## config.mk

```make
export PLATFORM = sky130hd
export DESIGN_NAME = fixed_accumulator_arbiter_flat
export DESIGN_NICKNAME = d
export VERILOG_FILES = /design/src/rtl/fixed_accumulator_arbiter_pkg.sv /design/src/rtl/fixed_accumulator_arbiter_if.sv /design/src/rtl/fixed_accumulator_arbiter_rr_arbiter.sv /design/src/rtl/fixed_accumulator_arbiter.sv /design/src/flat_wrapper.sv
export SDC_FILE = /design/constraint.sdc
export NUM_CORES = 1
export LEC_CHECK = 0
export ABC_AREA = 1
export BUFFER_PORTS_ARGS = -buffer_cell sky130_fd_sc_hd__clkbuf_2
export CORE_AREA = 2 2 95 97
export DETAILED_ROUTE_END_ITERATION = 8
export DIE_AREA = 0 0 97 99
export GPL_ROUTABILITY_DRIVEN = 0
export PLACE_DENSITY_LB_ADDON = 0.1
export SLEW_MARGIN = 5
export SYNTH_ARGS = -nofsm -noshare
export SYNTH_HDL_FRONTEND = slang
export SYNTH_SLANG_ARGS = --single-unit
export TNS_END_PERCENT = 1
```

## constraint.sdc

```tcl
create_clock -name clk -period 1.9 [get_ports clk]
set_input_delay 0.095 -clock clk [delete_from_list [all_inputs] [get_ports clk]]
set_output_delay 0.095 -clock clk [all_outputs]
set_load 0.02 [all_outputs]
```

## src/rtl/fixed_accumulator_arbiter_pkg.sv

```systemverilog
// Shared types for the accumulator arbiter: the arbitration FSM state encoding.
package fixed_accumulator_arbiter_pkg;

   typedef enum logic [1:0] {
      IDLE,
      BURST,
      DRAIN
   } state_t;

endpackage

```

## src/rtl/fixed_accumulator_arbiter_if.sv

```systemverilog
// Requester, accumulator and result handshakes of the accumulator arbiter.
interface fixed_accumulator_arbiter_if #(
   parameter int unsigned N_REQ     = 4,
   parameter int unsigned IN_DEPTH  = 4,
   parameter int unsigned IN_WIDTH  = 32,
   parameter int unsigned OUT_WIDTH = $clog2(IN_DEPTH) + IN_WIDTH,
   parameter int unsigned ID_WIDTH  = $clog2(N_REQ)
);

   logic [N_REQ*IN_WIDTH-1:0] req_data;
   logic [N_REQ-1:0]          req_valid;
   logic [N_REQ-1:0]          req_ready;
   logic [IN_WIDTH-1:0]       acc_data;
   logic                      acc_valid;
   logic                      acc_ready;
   logic [OUT_WIDTH-1:0]      acc_result;
   logic                      acc_result_valid;
   logic                      acc_result_ready;
   logic [OUT_WIDTH-1:0]      data_out;
   logic [ID_WIDTH-1:0]       data_out_id;
   logic                      data_out_valid;
   logic                      data_out_ready;

   // Environment side: producers, accumulator and result consumer.
   modport master (
      output req_data, req_valid, acc_ready, acc_result, acc_result_valid, data_out_ready,
      input  req_ready, acc_data, acc_valid, acc_result_ready, data_out, data_out_id,
             data_out_valid
   );

   // Arbiter side.
   modport slave (
      input  req_data, req_valid, acc_ready, acc_result, acc_result_valid, data_out_ready,
      output req_ready, acc_data, acc_valid, acc_result_ready, data_out, data_out_id,
             data_out_valid
   );

endinterface

```

## src/rtl/fixed_accumulator_arbiter_rr_arbiter.sv

```systemverilog
// Combinational round-robin picker: first requester after last_grant, wrapping
// at N_REQ so indices >= N_REQ are never produced.
module rr_arbiter #(
   parameter int unsigned N_REQ    = 4,
   parameter int unsigned ID_WIDTH = $clog2(N_REQ)
) (
   input  logic [N_REQ-1:0]    req_i,
   input  logic [ID_WIDTH-1:0] last_grant_i,
   output logic [ID_WIDTH-1:0] grant_o,
   output logic                any_o
);

   always_comb begin
      int unsigned idx;
      grant_o = '0;
      any_o   = 1'b0;
      idx     = 0;
      for (int unsigned i = 1; i <= N_REQ; i++) begin
         idx = (32'(last_grant_i) + i) % N_REQ;
         if (!any_o && req_i[idx]) begin
            any_o   = 1'b1;
            grant_o = ID_WIDTH'(idx);
         end
      end
   end

endmodule

```

## src/rtl/fixed_accumulator_arbiter.sv

```systemverilog
// Shares one burst accumulator between N_REQ requesters: grants a whole burst
// round-robin, then passes the tagged sum through to the result port.
module fixed_accumulator_arbiter
   import fixed_accumulator_arbiter_pkg::*;
#(
   parameter int unsigned N_REQ     = 4,
   parameter int unsigned IN_DEPTH  = 4,
   parameter int unsigned IN_WIDTH  = 32,
   parameter int unsigned OUT_WIDTH = $clog2(IN_DEPTH) + IN_WIDTH,
   parameter int unsigned ID_WIDTH  = $clog2(N_REQ)
) (
   input logic                      clk,
   input logic                      rst,
   fixed_accumulator_arbiter_if.slave bus
);

   localparam int unsigned CNT_W = $clog2(IN_DEPTH + 1);

   state_t              state_q, state_d;
   logic [ID_WIDTH-1:0] grant_q, grant_d;
   logic [ID_WIDTH-1:0] last_grant_q, last_grant_d;
   logic [CNT_W-1:0]    beat_cnt_q, beat_cnt_d;

   logic [ID_WIDTH-1:0]  pick;
   logic                 pick_any;
   logic [IN_WIDTH-1:0]  sel_data;
   logic                 sel_valid;

   logic [N_REQ-1:0]     req_ready_o;
   logic [IN_WIDTH-1:0]  acc_data_o;
   logic                 acc_valid_o;
   logic                 acc_result_ready_o;
   logic [OUT_WIDTH-1:0] data_out_o;
   logic [ID_WIDTH-1:0]  data_out_id_o;
   logic                 data_out_valid_o;

   rr_arbiter #(
      .N_REQ   (N_REQ),
      .ID_WIDTH(ID_WIDTH)
   ) u_rr (
      .req_i       (bus.req_valid),
      .last_grant_i(last_grant_q),
      .grant_o     (pick),
      .any_o       (pick_any)
   );

   always_comb begin
      sel_data  = '0;
      sel_valid = 1'b0;
      for (int unsigned i = 0; i < N_REQ; i++) begin
         if (ID_WIDTH'(i) == grant_q) begin
            sel_data  = bus.req_data[i*IN_WIDTH +: IN_WIDTH];
            sel_valid = bus.req_valid[i];
         end
      end
   end

   always_ff @(posedge clk or posedge rst) begin
      if (rst) begin
         state_q      <= IDLE;
         grant_q      <= '0;
         last_grant_q <= ID_WIDTH'(N_REQ - 1);
         beat_cnt_q   <= '0;
      end else begin
         state_q      <= state_d;
         grant_q      <= grant_d;
         last_grant_q <= last_grant_d;
         beat_cnt_q   <= beat_cnt_d;
      end
   end

   always_comb begin
      state_d            = state_q;
      grant_d            = grant_q;
      last_grant_d       = last_grant_q;
      beat_cnt_d         = beat_cnt_q;
      req_ready_o        = '0;
      acc_data_o         = '0;
      acc_valid_o        = 1'b0;
      acc_result_ready_o = 1'b0;
      data_out_o         = '0;
      data_out_id_o      = '0;
      data_out_valid_o   = 1'b0;
      case (state_q)
         IDLE: begin
            if (pick_any) begin
               grant_d    = pick;
               beat_cnt_d = '0;
               state_d    = BURST;
            end
         end
         BURST: begin
            acc_data_o  = sel_data;
            acc_valid_o = sel_valid;
            for (int unsigned i = 0; i < N_REQ; i++) begin
               req_ready_o[i] = (ID_WIDTH'(i) == grant_q) && bus.acc_ready;
            end
            if (sel_valid && bus.acc_ready) begin
               beat_cnt_d = beat_cnt_q + CNT_W'(1);
               if (beat_cnt_q == CNT_W'(IN_DEPTH - 1)) begin
                  state_d = DRAIN;
               end
            end
         end
         DRAIN: begin
            // acc_valid stays low here so the accumulator clears on this handshake.
            data_out_o         = bus.acc_result;
            data_out_valid_o   = bus.acc_result_valid;
            acc_result_ready_o = bus.data_out_ready;
            data_out_id_o      = grant_q;
            if (bus.acc_result_valid && bus.data_out_ready) begin
               last_grant_d = grant_q;
               state_d      = IDLE;
            end
         end
         default: state_d = IDLE;
      endcase
   end

   assign bus.req_ready        = req_ready_o;
   assign bus.acc_data         = acc_data_o;
   assign bus.acc_valid        = acc_valid_o;
   assign bus.acc_result_ready = acc_result_ready_o;
   assign bus.data_out         = data_out_o;
   assign bus.data_out_id      = data_out_id_o;
   assign bus.data_out_valid   = data_out_valid_o;

endmodule
```

## src/flat_wrapper.sv

```systemverilog
// flat-port wrapper written by rule: the top's interface ports become plain ports
module fixed_accumulator_arbiter_flat import fixed_accumulator_arbiter_pkg::*;
#(
   parameter int unsigned N_REQ     = 4,
   parameter int unsigned IN_DEPTH  = 4,
   parameter int unsigned IN_WIDTH  = 32,
   parameter int unsigned OUT_WIDTH = $clog2(IN_DEPTH) + IN_WIDTH,
   parameter int unsigned ID_WIDTH  = $clog2(N_REQ)
)
  (clk, rst, bus_req_data, bus_req_valid, bus_acc_ready, bus_acc_result, bus_acc_result_valid, bus_data_out_ready, bus_req_ready, bus_acc_data, bus_acc_valid, bus_acc_result_ready, bus_data_out, bus_data_out_id, bus_data_out_valid);
  fixed_accumulator_arbiter_if #(.N_REQ(N_REQ), .IN_DEPTH(IN_DEPTH), .IN_WIDTH(IN_WIDTH), .OUT_WIDTH(OUT_WIDTH), .ID_WIDTH(ID_WIDTH)) bus_i ();
  input logic clk;
  input logic rst;
  input wire logic [$bits(bus_i.req_data)-1:0] bus_req_data;
  input wire logic [$bits(bus_i.req_valid)-1:0] bus_req_valid;
  input wire logic [$bits(bus_i.acc_ready)-1:0] bus_acc_ready;
  input wire logic [$bits(bus_i.acc_result)-1:0] bus_acc_result;
  input wire logic [$bits(bus_i.acc_result_valid)-1:0] bus_acc_result_valid;
  input wire logic [$bits(bus_i.data_out_ready)-1:0] bus_data_out_ready;
  output wire logic [$bits(bus_i.req_ready)-1:0] bus_req_ready;
  output wire logic [$bits(bus_i.acc_data)-1:0] bus_acc_data;
  output wire logic [$bits(bus_i.acc_valid)-1:0] bus_acc_valid;
  output wire logic [$bits(bus_i.acc_result_ready)-1:0] bus_acc_result_ready;
  output wire logic [$bits(bus_i.data_out)-1:0] bus_data_out;
  output wire logic [$bits(bus_i.data_out_id)-1:0] bus_data_out_id;
  output wire logic [$bits(bus_i.data_out_valid)-1:0] bus_data_out_valid;
  assign bus_i.req_data = bus_req_data;
  assign bus_i.req_valid = bus_req_valid;
  assign bus_i.acc_ready = bus_acc_ready;
  assign bus_i.acc_result = bus_acc_result;
  assign bus_i.acc_result_valid = bus_acc_result_valid;
  assign bus_i.data_out_ready = bus_data_out_ready;
  assign bus_req_ready = bus_i.req_ready;
  assign bus_acc_data = bus_i.acc_data;
  assign bus_acc_valid = bus_i.acc_valid;
  assign bus_acc_result_ready = bus_i.acc_result_ready;
  assign bus_data_out = bus_i.data_out;
  assign bus_data_out_id = bus_i.data_out_id;
  assign bus_data_out_valid = bus_i.data_out_valid;
  fixed_accumulator_arbiter #(.N_REQ(N_REQ), .IN_DEPTH(IN_DEPTH), .IN_WIDTH(IN_WIDTH), .OUT_WIDTH(OUT_WIDTH), .ID_WIDTH(ID_WIDTH)) u_core (.clk(clk), .rst(rst), .bus(bus_i));
endmodule
```

==> out/results.ini <==
[logic_synthesis]
synth_top_flop_cell=dfrtp_1
ys_top_cells_by_count=inv_1, nor2_1, nand2_1, nand3_1, o21ai_0
synth_top_area_share_pct=11.8
netlist_area_um2=2190
yosysMostFrequentCell=inv_1
ys_warn_count=0
ys_async_sr_fraction_pct=100
synth_area_leader_cell=inv_1
synth_edf_count=0
ys_seq_area_share_pct=10.4
synth_cell_types=29
avgSynthCellArea_um2=5.39
synthCells=406
ys_seq_elements=9
synth_area_leaders=inv_1, nand3_1, nor2_1, nand2_1, dfrtp_1
syn_nets=579

[die]
core_um2=8550
ioPinCount=246
die-area_um2=9600
chipWidth_um=97
start_util_pct=25.6
die_height_um=99
rows=34

[clock_tree]
clock_path_buffers=2
clkSlewWorstSetupHoldPaths_ps=50
cts_buffers=3
cts_tree=yes
clk-insertion-delay-late_ps=230
root_buffer=clkbuf_8
h-tree-depth=1
cts.sinks=9

[global_routing]
busiest_layer=met2
antenna_found_initial=0
grt_use_met2_pct=36.0
grt_pass1_wl_mm=16.0
grt_util_all_layers_pct=20.2
overflow=0
use_met3_pct=3.40
use_met1_pct=24.6
grt_start_max_net_pins=40
grt_pass1_vias=3295

[final_layout]
n_antenna_cell=0
drive_gt1_share_pct=46.6
ff_latch_area_um2=230
fin_nets=815
fill_cells=999
multiInputGateArea_um2=1500
finalCoreUtilization_pct=42.0
syn2layout_area_growth_pct=63.9
finalNonFillerCells=749

[run_status]
run_status=completed

[worst_setup_path]
max_stage_delay_ps=490
crit_path_cell_trace=inv_2, nor2_1, inv_2, buf_12, o22ai_1, o21bai_1, a21oi_1, clkbuf_2
reg2reg_slack_ps=300
r2r_end=u_core.beat_cnt_q[0]
path_common_cell=inv_2
crit_slowest_cell=dfrtp_2
cp_top_family=buffers and inverters
crit_arrival_ps=1680
worstPathMaxFanout=10
crit_buf_inv=4
cp.required_ps=1800
rr_worst_depth=9
crit_type=flop to output port
r2r_start=u_core.grant_q[0]
critPathLaunchType=flop
critPathCaptureType=output port

[placed_design]
port_buffers=245
post-dp-hpwl_mm=8.65
dpl.cell_count=739

[sta]
fmax_mhz=564
hold_viol_final=0
rsz0062_at_grt=no
finalSetupViolations=0
worstMarginPinSlew_ps=585
final.period_utilization_pct=93.3
period_minus_slack_ps=1770
fin_tns_setup_ps=0
drv_slew=0
maxSlewHeadroom_pct=61.0
clock_skew_ps=1.20

[pwr]
ir_drop_uv=889
p_per_area_nw_per_um2=1400
p_leak_uw=0.00232

[detailed_routing]
wl_per_cell_um=13.7
drc_errors=0
wl_mm=10.3
ant_nets=0
drt_pass1_iterations=4
drtIter0Drc=137
via_per_inst=4.59
vias=3436

[min_path]
min_path_cells=5
holdPathEnd=u_core.last_grant_q[1]
min_path_type=input pin to flop
hp-start=bus_data_out_ready

[job]
drv_cap=0

## worst max path at each step
stage,from,end,slack [ps],cells past startpoint
global route,u_core.grant_q[1],bus_acc_data[23],0.9,9
CTS,u_core.grant_q[1],bus_acc_data[18],20,5
floorplan,u_core.grant_q[1],bus_acc_data[20],440,8
finish,u_core.grant_q[1],bus_acc_data[25],130,8
detailed placement,u_core.grant_q[1],bus_acc_data[18],270,5
global placement,u_core.grant_q[1],bus_acc_data[18],300,5
## layout make-up
class	count	share of cell area (%)
well taps	108	3.77
inverters	81	8.89
flip-flops and latches	9	6.42
multi-input cells	288	41.7
repair buffers	259	37.9
clock buffers	4	1.26
## placed cells by master (no fill, tap or decap), types with 2 or more instances in the layout
cell type    n
clkbuf_2   244
inv_1       69
nor2_1      62
nand2_1     59
nand3_1     47
o21ai_0     31
o211ai_1    20
o22ai_1     13
buf_4       12
a21oi_1     11
nand2_4     10
inv_2        8
o21ai_1      7
nand2_2      7
o21bai_1     7
dfrtp_1      5
nand4_1      4
nor2_4       3
inv_4        3
clkbuf_8     3
nand3_2      2
ha_1         2
buf_12       2
dfrtp_2      2
dfstp_2      2
## layer usage
| layer | part of all wire (%) | up-vias |
|---|---|---|
| li1 | - | 1774 |
| met2 | 50 | 131 |
| met5 | 0 | - |
| met4 | 2.9 | 0 |
| met1 | 41 | 1506 |
| met3 | 5.9 | 25 |
## power breakdown
part | total, uW | switching [uW] | internal, uW
combinational | 4380 | 2820 | 1570
clock | 225 | 78.5 | 146
sequential | 407 | 134 | 273
total | 5020 | 3030 | 1990
## kinds of logic after synthesis
family,after synthesis,share of synthesized area (%)
adder cells (fa/ha/maj),2,1.14
AO/OA/AOI/OAI,91,24.8
AND/OR/NAND/NOR,195,42.2
flip-flops,9,10.4
buffers and inverters,109,21.4
## flip-flops by register name, indices dropped and copies added, names as in the netlist
name / flops
u_core.state_q: 2
u_core.grant_q: 2
u_core.beat_cnt_q: 3
u_core.last_grant_q: 2
## metrics by stage
step                instance area, um2  total power (uW)  hold slack (ps)  worst slack [ps]
global placement                  3470              4670             62.7               300
finish                            3590              5020              247               127
global route                      3590              5500              292             0.897
CTS                               3520              4920              246              18.7
floorplan                         2190              3390            -78.5               439
detailed placement                3470              4670             66.7               273
## tightest hold or removal path, cell delays in order
cell	delay (ps)
clkbuf_2	90
nand2_1	50
inv_1	50
nand2_1	110
o21ai_0	80
## timing repair
item | 4_1_cts | 5_1_grt
resized for setup | 0 | 9
endpoints found under the hold margin | 7 | 0
buffers inserted | 0 | 5
setup endpoints to repair | 0 | 25
hold buffers | 1 | 0
(Power assumes the default switching activity.)
